[config.mk]
export PLATFORM = sky130hd
export DESIGN_NAME = multicycle_ctrl
export DESIGN_NICKNAME = d
export VERILOG_FILES = /design/src/rtl/multicycle_ctrl.sv
export SDC_FILE = /design/constraint.sdc
export NUM_CORES = 1
export LEC_CHECK = 0
export BUFFER_PORTS_ARGS = -buffer_cell sky130_fd_sc_hd__buf_2
export CAP_MARGIN = 10
export CORE_ASPECT_RATIO = 0.6
export CORE_MARGIN = 2
export CORE_UTILIZATION = 33
export DETAILED_ROUTE_END_ITERATION = 8
export HOLD_SLACK_MARGIN = 0.05
export PLACE_DENSITY = 0.55
export SLEW_MARGIN = 20
export SYNTH_ARGS = -nofsm -noshare
export SYNTH_HDL_FRONTEND = slang
export SYNTH_SLANG_ARGS = --single-unit
[constraint.sdc]
create_clock -name clk -period 3.8 [get_ports clk]
set_input_delay 0.57 -clock clk [delete_from_list [all_inputs] [get_ports clk]]
set_output_delay 0.57 -clock clk [all_outputs]
set_load 0.005 [all_outputs]
[src/rtl/multicycle_ctrl.sv]
// ============================================================================
// Module   : multicycle_ctrl
// Brief    : Main control sequencer for the multi-cycle RV32I core.
// Revision : 1.0 - initial release
// ============================================================================
`default_nettype none

module multicycle_ctrl (
  input  logic       clk,
  input  logic       rst_n,
  input  logic [6:0] op,
  input  logic [2:0] funct3,
  input  logic       funct7b5,
  input  logic       Zero,
  output logic       PCWrite,
  output logic       AdrSrc,
  output logic       MemWrite,
  output logic       IRWrite,
  output logic       RegWrite,
  output logic [1:0] ResultSrc,
  output logic [1:0] ALUSrcA,
  output logic [1:0] ALUSrcB,
  output logic [2:0] ALUControl,
  output logic [2:0] ImmSrc,
  output logic       instr_done,
  output logic       illegal
);

  localparam logic [6:0] c_OP_LOAD  = 7'b0000011;
  localparam logic [6:0] c_OP_STORE = 7'b0100011;
  localparam logic [6:0] c_OP_RTYPE = 7'b0110011;
  localparam logic [6:0] c_OP_ITYPE = 7'b0010011;
  localparam logic [6:0] c_OP_BR    = 7'b1100011;
  localparam logic [6:0] c_OP_JAL   = 7'b1101111;
  localparam logic [6:0] c_OP_JALR  = 7'b1100111;
  localparam logic [6:0] c_OP_LUI   = 7'b0110111;
  localparam logic [6:0] c_OP_AUIPC = 7'b0010111;

  localparam logic [2:0] c_ALU_ADD = 3'b000;
  localparam logic [2:0] c_ALU_SUB = 3'b001;
  localparam logic [2:0] c_ALU_AND = 3'b010;
  localparam logic [2:0] c_ALU_OR  = 3'b011;
  localparam logic [2:0] c_ALU_XOR = 3'b100;
  localparam logic [2:0] c_ALU_SLT = 3'b101;

  typedef enum logic [3:0] {
    S_FETCH    = 4'd0,
    S_DECODE   = 4'd1,
    S_MEMADR   = 4'd2,
    S_MEMREAD  = 4'd3,
    S_MEMWB    = 4'd4,
    S_MEMWRITE = 4'd5,
    S_EXECR    = 4'd6,
    S_EXECI    = 4'd7,
    S_ALUWB    = 4'd8,
    S_BRANCH   = 4'd9,
    S_JAL      = 4'd10,
    S_JALR1    = 4'd11,
    S_JALR2    = 4'd12,
    S_LUI      = 4'd13,
    S_AUIPC    = 4'd14,
    S_ILLEGAL  = 4'd15
  } state_t;

  state_t     r_state;
  state_t     w_next;
  state_t     w_state;
  logic       w_f3_bad;
  logic [2:0] w_alu_funct;

  assign w_f3_bad = (funct3 == 3'b001) || (funct3 == 3'b011) || (funct3 == 3'b101);

  always_comb begin
    case (funct3)
      3'b000:  w_alu_funct = (op[5] & funct7b5) ? c_ALU_SUB : c_ALU_ADD;
      3'b010:  w_alu_funct = c_ALU_SLT;
      3'b100:  w_alu_funct = c_ALU_XOR;
      3'b110:  w_alu_funct = c_ALU_OR;
      3'b111:  w_alu_funct = c_ALU_AND;
      default: w_alu_funct = c_ALU_ADD;
    endcase
  end

  always_comb begin
    w_next = r_state;
    case (r_state)
      S_FETCH:  w_next = S_DECODE;
      S_DECODE: begin
        case (op)
          c_OP_LOAD, c_OP_STORE: w_next = S_MEMADR;
          c_OP_RTYPE: w_next = w_f3_bad ? S_ILLEGAL : S_EXECR;
          c_OP_ITYPE: w_next = w_f3_bad ? S_ILLEGAL : S_EXECI;
          c_OP_BR:    w_next = (funct3[2:1] == 2'b00) ? S_BRANCH : S_ILLEGAL;
          c_OP_JAL:   w_next = S_JAL;
          c_OP_JALR:  w_next = S_JALR1;
          c_OP_LUI:   w_next = S_LUI;
          c_OP_AUIPC: w_next = S_AUIPC;
          default:    w_next = S_ILLEGAL;
        endcase
      end
      S_MEMADR:  w_next = op[5] ? S_MEMWRITE : S_MEMREAD;
      S_MEMREAD: w_next = S_MEMWB;
      S_EXECR, S_EXECI, S_JAL, S_JALR2, S_AUIPC: w_next = S_ALUWB;
      S_JALR1:   w_next = S_JALR2;
      S_MEMWB, S_MEMWRITE, S_ALUWB, S_BRANCH, S_LUI: w_next = S_FETCH;
      S_ILLEGAL: w_next = S_ILLEGAL;
      default:   w_next = S_FETCH;
    endcase
  end

  always_ff @(posedge clk) begin
    if (!rst_n) r_state <= S_FETCH;
    else        r_state <= w_next;
  end

  // While in reset the selects present FETCH values regardless of the
  // state register, so the datapath sees a clean fetch on release.
  assign w_state = rst_n ? r_state : S_FETCH;

  always_comb begin
    PCWrite    = 1'b0;
    AdrSrc     = 1'b0;
    MemWrite   = 1'b0;
    IRWrite    = 1'b0;
    RegWrite   = 1'b0;
    ResultSrc  = 2'b00;
    ALUSrcA    = 2'b00;
    ALUSrcB    = 2'b00;
    ALUControl = c_ALU_ADD;
    instr_done = 1'b0;
    illegal    = 1'b0;
    case (w_state)
      S_FETCH: begin
        IRWrite   = 1'b1;
        PCWrite   = 1'b1;
        ALUSrcB   = 2'b10;
        ResultSrc = 2'b10;
      end
      S_DECODE, S_AUIPC: begin
        ALUSrcA = 2'b01;
        ALUSrcB = 2'b01;
      end
      S_MEMADR, S_JALR1: begin
        ALUSrcA = 2'b10;
        ALUSrcB = 2'b01;
      end
      S_EXECI: begin
        ALUSrcA    = 2'b10;
        ALUSrcB    = 2'b01;
        ALUControl = w_alu_funct;
      end
      S_MEMREAD: AdrSrc = 1'b1;
      S_MEMWB: begin
        ResultSrc  = 2'b01;
        RegWrite   = 1'b1;
        instr_done = 1'b1;
      end
      S_MEMWRITE: begin
        AdrSrc     = 1'b1;
        MemWrite   = 1'b1;
        instr_done = 1'b1;
      end
      S_EXECR: begin
        ALUSrcA    = 2'b10;
        ALUControl = w_alu_funct;
      end
      S_ALUWB: begin
        RegWrite   = 1'b1;
        instr_done = 1'b1;
      end
      S_BRANCH: begin
        ALUSrcA    = 2'b10;
        ALUControl = c_ALU_SUB;
        PCWrite    = Zero ^ funct3[0];
        instr_done = 1'b1;
      end
      S_JAL, S_JALR2: begin
        PCWrite = 1'b1;
        ALUSrcA = 2'b01;
        ALUSrcB = 2'b10;
      end
      S_LUI: begin
        ResultSrc  = 2'b11;
        RegWrite   = 1'b1;
        instr_done = 1'b1;
      end
      S_ILLEGAL: illegal = 1'b1;
      default: ;
    endcase
    if (!rst_n) begin
      PCWrite  = 1'b0;
      IRWrite  = 1'b0;
      RegWrite = 1'b0;
      MemWrite = 1'b0;
    end
  end

  always_comb begin
    case (op)
      c_OP_LOAD, c_OP_ITYPE, c_OP_JALR: ImmSrc = 3'b000;
      c_OP_STORE:                       ImmSrc = 3'b001;
      c_OP_BR:                          ImmSrc = 3'b010;
      c_OP_LUI, c_OP_AUIPC:             ImmSrc = 3'b011;
      c_OP_JAL:                         ImmSrc = 3'b100;
      default:                          ImmSrc = 3'b000;
    endcase
  end

endmodule

`default_nettype wire

==> Yosys cells after proc, flatten, opt, wreduce, memory -nomap -nowiden <==
Cells that the tools add are included.
{ "classes": {"n_eq_ne": 46, "mux": 25, "bitwise_logic": 2, "reduce_logical": 18} }
{ "ops": {"columns": ["operator", "n"], "rows": [
  ["4-bit == test (second input constant)", 16],
  ["4-bit case mux with 8 select lines", 2],
  ["4-bit by 3-bit == test with 1-bit output (second input constant)", 8],
  ["5-bit OR reduction", 5],
  ["7-bit by 6-bit == test with 1-bit output (second input constant)", 3],
  ["7-bit == test (second input constant)", 3],
  ["4-bit by 2-bit == test with 1-bit output (second input constant)", 4],
  ["3-bit case mux with 5 select lines", 1],
  ["7-bit by 5-bit == test with 1-bit output (second input constant)", 2],
  ["3-bit == test (second input constant)", 4],
  ["4-bit 2-to-1 mux", 3],
  ["3-bit case mux with 4 select lines", 1],
  ["1-bit 2-to-1 mux", 11],
  ["4-bit by 1-bit == test with 1-bit output (second input constant)", 2],
  ["4-bit logical NOT", 2],
  ["2-bit case mux with 2 select lines", 2],
  ["2-bit OR reduction", 4],
  ["7-bit by 2-bit == test with 1-bit output (second input constant)", 1],
  ["3-bit by 2-bit == test with 1-bit output (second input constant)", 2],
  ["3-bit 2-to-1 mux", 2],
  ["2-bit case mux with 3 select lines", 1],
  ["3-bit case mux with 2 select lines", 1],
  ["3-bit OR reduction", 2],
  ["4-bit OR reduction", 1],
  ["other kinds (7)", 8]
]} }
{ "totals": {"ff_bits": 4, "input_bits": 14, "output_inout_bits": 19, "elab_cells": 92} }

==> Depth between registers and ports, before layout <==
Gate-level depths: netlist of run 1.
{ "depth": {"depth_word": 6, "mapped_depth": 6, "ltp_nobuf": 5} }

==> Worst setup path after synthesis of run 1 <==
OpenSTA, ideal clock, no wires.
{ "synth_path": {"kind": "input port to output port", "from": "input port op[5]", "to": "output port ImmSrc[0]", "t_arrival_ns": 1.132, "required_time_ns": 3.230, "path_slack_ns": 2.098, "path_stages": 4, "n_path_buf": 1, "cell_sequence": "buf_6 > nand2b_1 > o21ai_0 > nor4b_1"} }
{ "synth_between": {"elab_chain_cells": 3, "elab_cells_between_ends": 7, "cone_classes": "5 x eq/ne; 1 x mux; 1 x reduce/logical"} }
{ "synth_lines": {"columns": ["element", "line_no", "source"], "rows": [
  ["start, declared", "11", "input logic [6:0] op,"],
  ["7-bit by 6-bit == test with 1-bit output or 7-bit by 5-bit == test with 1-bit output (tied branches)", "199", "case (op)"],
  ["2-bit OR reduction", "199", null],
  ["3-bit case mux with 4 select lines (*)", "199", null],
  ["end, declared", "24", "output logic [2:0] ImmSrc,"]
]} }
Mark *: on every way between the ends. The rest lies on a longest branch, timed or not.

==> Worst setup path after layout of run 1 <==
{ "layout_path": {"from": "register r_state[1]", "to": "output port ALUControl[0]"} }
{ "layout_between": {"elab_chain_cells": 4, "elab_cells_between_ends": 6, "cone_classes": "3 x eq/ne; 2 x mux; 1 x reduce/logical"} }
{ "layout_lines": {"columns": ["element", "line_no", "source"], "rows": [
  ["start, declared", "65", "state_t r_state;"],
  ["start signal, assigned", "113", "else r_state <= w_next;"],
  ["4-bit 2-to-1 mux (*)", "118", "assign w_state = rst_n ? r_state : S_FETCH;"],
  ["4-bit by 3-bit == test with 1-bit output", "132", "case (w_state)"],
  ["2-bit OR reduction (no source line)", null, null],
  ["3-bit case mux with 2 select lines (*)", "132", null],
  ["end, declared", "23", "output logic [2:0] ALUControl,"]
]} }
Marks and branches as above.

==> run metrics, run 1 <==
final count of hold timing violations=0; sequential area share after synthesis=0.102; DP Worst Slack=1.71 ns; CTS tree=built; Die Area=2800 um^2; fin crit period=2.31 ns; Post-Route WL=2.20 mm; Distinct cells, synth=46; Clock Skew=0.00158 ns; buffers plus inverters on the worst setup path=1; HP Class=primary input to flip-flop; Worst-Skew Late Latency=0.21 ns; Die X=67.0 um; HP Start=rst_n; max FFs per register=4; VDD IR-drop max=154 uV; Hold Path Sink=r_state[2]$_SDFF_PN0_; Synth top area share=0.102; synthesis-to-finish area growth=21.7%; Non-Filler Cell Area, Final=956 um^2; fmax=432 MHz; Worst path max stage delay=0.66 ns; Placement Cell Area=915 um^2; P_leak=0.424 nW; CTS Root Cell=clkbuf_8; initial antenna violation count=0; Post-Synthesis Cell Area=786 um^2; path type of the worst setup path=flip-flop to primary output; EDFF count, synth=0; critical path launch point type=flip-flop; synthesized area per cell=6.60 um^2; total CTS buffers=3; Final WS setup=1.49 ns; multi-input logic area=614 um^2; GRT overflow=0; pwr dens=371 nW/um^2; final worst path period share=0.608; layout cells sized above 1=0.319; Critical R2R Capture=r_state[3]$_SDFF_PN0_; largest net degree at the start of global routing=19; Critical Path AT=1.74 ns; Inserted Diodes=0; cells after synthesis=119; Final Wtd Congestion=0.809; Reg clk slew, reported paths=0.03 ns; CTS max path bufs=2; commonest non-fill, non-tap cell in the layout=buf_2; Largest regs=r_state (4); synth top area cells=dfxtp_1 (10%), nor3_1 (6.4%), nand2_1 (6.2%), nor2_1 (6.2%), xnor2_1 (4.5%); DR WL/cell=12.7 um; hold path depth=2; Residual DRC=0; max-cap violation count=0; Crit Reg-Reg Startpoint=r_state[0]$_SDFF_PN0_; DR iter-0 viols=30; RSZ-0062 raised after global routing=no; Starting Density=0.355; FF-to-FF path depth=4; number of buffers added on ports=32; cell with the largest stage delay on the worst path=dfxtp_1; r2r setup slk=2.25 ns; synthesized flop and latch total=4; Vias/cell=5.24; cells along the critical path=nor2b_1 > nand3_1 > o31ai_1 > buf_2; critical path required time=3.23 ns; Yosys top cell by area=dfxtp_1; H-tree depth=1; delay-heaviest family, CP=flip-flops; Top Ports=33; DRT Pass-1 Iters=4; Nets=160; core area=2210 um^2; vias in the first global route=795; Async SR Flop Fraction=0; Rel. slew slack=0.615; status=completed; hold buffer count at CTS=0; Top reg by flops=r_state; Chip Height=41.8 um; total negative slack=0 ns; crit end category=primary output; Filler cells=254; Worst-Margin Slew=0.576 ns; worst-path maximum fanout=18; Syn. warnings=0; dpl hpwl=1.67 mm; synthesized net count=133; Setup Buffers After CTS=0; main flop type after synthesis=dfxtp_1; # clock sinks=4; Routed Antenna Nets=0; final setup fails=0; first-pass GRT wire length=3.57 mm; Max Slew Vio Count=0; Vias=911; commonest non-fill, non-tap cells in the layout=buf_2 (32), nor2_1 (13), nand2_1 (13); Sequential cell area=80.1 um^2; All-Layer GR Usage=0.162; post_cts resized=0; row count=13
-- worst max path at each step --
stage,slack [ns],depth (start not counted),startpoint,to
finish,1.49,4,r_state[1]$_SDFF_PN0_,ALUControl[0]
global route,1.31,4,r_state[1]$_SDFF_PN0_,ALUControl[0]
CTS,1.46,4,r_state[1]$_SDFF_PN0_,ALUControl[0]
detailed placement,1.71,4,r_state[1]$_SDFF_PN0_,ALUControl[0]
global placement,1.76,4,r_state[1]$_SDFF_PN0_,ALUControl[0]
floorplan,2.10,4,op[5],ImmSrc[0]
-- synthesized netlist by cell type, types with 2 or more instances --
| cell | instances |
|---|---|
| a21boi_0 | 2 |
| buf_4 | 3 |
| buf_6 | 2 |
| nand3_1 | 2 |
| nor3_1 | 10 |
| o21ai_1 | 2 |
| nor3b_1 | 2 |
| dfxtp_1 | 4 |
| o211ai_1 | 2 |
| nor2_1 | 13 |
| nor2b_1 | 5 |
| a21oi_1 | 6 |
| nand2_1 | 13 |
| xnor2_1 | 4 |
| nand2b_1 | 3 |
| o311a_1 | 2 |
| buf_2 | 4 |
| inv_1 | 5 |
| nand2_2 | 2 |
| a31oi_1 | 2 |
| o21ai_0 | 6 |
-- metal layers --
metal,vias to the layer above,wire length [um],GRT usage
met1,397,1110,0.254
li1,476,-,-
met2,36,877,0.204
met5,-,0,0
met4,0,18,0.0327
met3,2,199,0.0596
-- layout make-up --
class,count,share of cell area
Multi-Input combinational cell,99,0.643
Sequential cell,4,0.0838
Inverter,6,0.0236
Timing Repair Buffer,32,0.168
Tap cell,30,0.0393
Clock buffer,3,0.0432
-- cell families after synthesis --
family                 synth area share
AND/OR/NAND/NOR                   0.425
flip-flops                        0.102
AO/OA/AOI/OAI                     0.288
buffers and inverters             0.116
XOR/XNOR                         0.0557
multiplexers                     0.0127
-- stage by stage --
step	utilization	cells	hold WS, ns	total power, mW
after floorplan	-	119	0.672	0.224
after CTS	0.432	174	0.713	0.357
final	0.432	174	0.721	0.355
after global placement	0.413	171	0.824	0.267
after detailed placement	0.413	171	0.805	0.265
after global routing	0.432	174	0.729	0.386
-- power breakdown --
group          internal, mW  switching (mW)
registers            0.0518          0.0363
clock network        0.0674          0.0203
logic                0.0832          0.0955
(Power assumes the default switching activity.)
==> run 2: changes to the inputs <==
--- a/config.mk
+++ b/config.mk
@@ -5,14 +5,14 @@
 export SDC_FILE = /design/constraint.sdc
 export NUM_CORES = 1
 export LEC_CHECK = 0
+export ABC_AREA = 1
 export BUFFER_PORTS_ARGS = -buffer_cell sky130_fd_sc_hd__buf_2
 export CAP_MARGIN = 10
-export CORE_ASPECT_RATIO = 0.6
 export CORE_MARGIN = 2
 export CORE_UTILIZATION = 33
 export DETAILED_ROUTE_END_ITERATION = 8
 export HOLD_SLACK_MARGIN = 0.05
-export PLACE_DENSITY = 0.55
+export PLACE_DENSITY = 0.6
 export SLEW_MARGIN = 20
 export SYNTH_ARGS = -nofsm -noshare
 export SYNTH_HDL_FRONTEND = slang
==> constraint.sdc (replaced) <==
create_clock -name clk -period 1.9 [get_ports clk]
set_input_delay 0.285 -clock clk [delete_from_list [all_inputs] [get_ports clk]]
set_output_delay 0.285 -clock clk [all_outputs]
set_load 0.005 [all_outputs]
==> run metrics, run 2 <==
CTS max path bufs=2; Clock Skew=0.00125 ns; largest family of logic cells by synthesized area=simple AND/OR/NAND/NOR gates; pwr dens=815 nW/um^2; final count of hold timing violations=0; CTS tree=built; path type of the worst setup path=flip-flop to primary output; hold buffer count at CTS=0; Distinct cells, synth=20; Top reg by flops=r_state; RSZ-0062 raised after global routing=yes; row count=16; Final Wtd Congestion=0.839; total CTS buffers=3; Top Ports=33; Reg clk slew, reported paths=0.04 ns; Worst path max stage delay=0.35 ns; Worst-Skew Late Latency=0.23 ns; worst-path maximum fanout=4; cells along the critical path=nand2_2 > inv_1 > nand2_1 > inv_1 > a21oi_1 > nand2_1 > a31oi_1 > nor2_1 > buf_2; Placement Cell Area=842 um^2; final setup fails=0; dpl hpwl=1.53 mm; buffers plus inverters on the worst setup path=3; Die Area=2330 um^2; first-pass GRT wire length=3.24 mm; initial antenna violation count=0; crit end category=primary output; HP Class=primary input to flip-flop; adder-cell area share of the yosys netlist=0; Routed Antenna Nets=0; cells after synthesis=134; fin crit period=1.74 ns; Nets=185; Rel. slew slack=0.844; vias in the first global route=807; Chip Height=48.3 um; final worst path period share=0.916; synth top area cells=nand2_1 (19%), nor2_1 (19%), inv_1 (14%), dfxtp_1 (12%), nand3_1 (6.9%); core area=1900 um^2; Worst-Margin Slew=0.234 ns; All-Layer GR Usage=0.168; main flop type after synthesis=dfxtp_1; EDFF count, synth=0; Critical Path AT=1.46 ns; largest net degree at the start of global routing=11; critical path launch point type=flip-flop; Synth top area share=0.185; Pwr Total=0.709 mW; P_leak=0.504 nW; Max Slew Vio Count=0; fmax=575 MHz; DRT Pass-1 Iters=4; Vias/cell=4.66; sequential area share after synthesis=0.124; Commonest cells post-synth=nand2_1 (32), nor2_1 (32), inv_1 (25); simple-gate share of the synthesized area=0.533; DR WL/cell=9.23 um; Starting Density=0.341; Largest regs=r_state (4); max-cap violation count=0; Die X=48.3 um; max FFs per register=4; Non-Filler Cell Area, Final=871 um^2; delay-heaviest family, CP=flip-flops; layout cells sized above 1=0.272; Filler cells=216; commonest non-fill, non-tap cells in the layout=buf_2 (32), nand2_1 (31), nor2_1 (31); status=completed; # clock sinks=4; VDD IR-drop max=339 uV; Post-Synthesis Cell Area=648 um^2; GRT overflow=0; Final Core Density=0.458; cell with the largest stage delay on the worst path=dfxtp_1; synthesized net count=148; CTS Root Cell=clkbuf_4; proportion of synthesized area in mux cells=0; synthesis-to-finish area growth=34.4%; Inserted Diodes=0; Async SR Flop Fraction=0; H-tree depth=1; synthesized area per cell=4.84 um^2; Vias=913; Post-Route WL=1.81 mm; number of buffers added on ports=32; Yosys top cell by area=nand2_1; Syn. warnings=0; Post-Synth XOR/XNOR Area=0; Residual DRC=0; critical path required time=1.62 ns; commonest non-fill, non-tap cell in the layout=buf_2; Synth Area in Compound Gates=0.181; DR iter-0 viols=10; synthesized flop and latch total=4
-- run 2: cell types whose count changed after synthesis, moves of 4 or more --
| cell | previous run | this run |
|---|---|---|
| nor3_1 | 10 | 1 |
| nand3_1 | 2 | 9 |
| nor2b_1 | 5 | 0 |
| inv_1 | 5 | 25 |
| nor2_1 | 13 | 32 |
| nand2_1 | 13 | 32 |
| xnor2_1 | 4 | 0 |
| buf_2 | 4 | 0 |
-- run 2: path summary, 6_finish.rpt --
path	startpoint	to	slack [ns]	cells after the start
worst min register to register	r_state[1]$_SDFF_PN0_	r_state[3]$_SDFF_PN0_	0.63	2
worst max register to register	r_state[0]$_SDFF_PN0_	r_state[0]$_SDFF_PN0_	0.78	6
worst min-delay path	rst_n	r_state[3]$_SDFF_PN0_	0.44	3
worst max-delay path	r_state[3]$_SDFF_PN0_	PCWrite	0.16	9
-- run 2: logic make-up (layout without fill, tap and decap cells) --
logic type / Yosys count / in the layout
AOI/OAI and AO/OA: 20 / 20
buffers and inverters: 28 / 63
DFF: 4 / 4
and+or+nand+nor: 82 / 82
-- run 2: final cells by class --
class	count	area, um^2	share of cell area
clock buffer	3	22.5	0.0259
inverter	28	105	0.121
multi-input combinational	102	468	0.537
sequential	4	81.3	0.0934
tap	27	33.8	0.0388
timing repair buffer	32	160	0.184
-- run 2: worst reg2reg max path, cell delays in order, from the launching register on --
cell,delay [ns]
dfxtp_1,0.32
inv_1,0.09
nor2_1,0.13
inv_1,0.12
nor3_1,0.20
nand2_1,0.10
o21ai_0,0.08
-- run 2: repair_timing --
| action | in CTS | in global routing |
|---|---|---|
| buffers inserted | 0 | 0 |
| gates resized for setup | 0 | 3 |
| setup endpoints to repair | 0 | 2 |
-- run 2: metal layers --
| layer | wire length [um] | global-route usage | vias to the layer above | part of all wire |
|---|---|---|---|---|
| li1 | - | - | 497 | - |
| met1 | 859 | 0.213 | 401 | 0.47 |
| met2 | 885 | 0.294 | 15 | 0.49 |
| met3 | 64 | 0.0463 | 0 | 0.035 |
| met4 | 0 | 0.0143 | 0 | 0 |
| met5 | 0 | 0 | - | 0 |
-- run 2: power by group --
group / internal [mW] / switching, mW / total [mW]
clock network: 0.0707 / 0.0349 / 0.106
logic: 0.172 / 0.274 / 0.446
registers: 0.121 / 0.0371 / 0.158
-- run 2: metrics by stage --
step	setup TNS (ns)	hold slack, ns	setup slack (ns)	instances
2_1_floorplan	0	0.453	0.590	134
3_3_place_gp	0	0.652	0.361	193
3_5_place_dp	0	0.667	0.339	193
4_1_cts	0	0.432	0.0777	196
5_1_grt	-0.0116	0.448	-0.00589	196
6_report	0	0.442	0.160	196
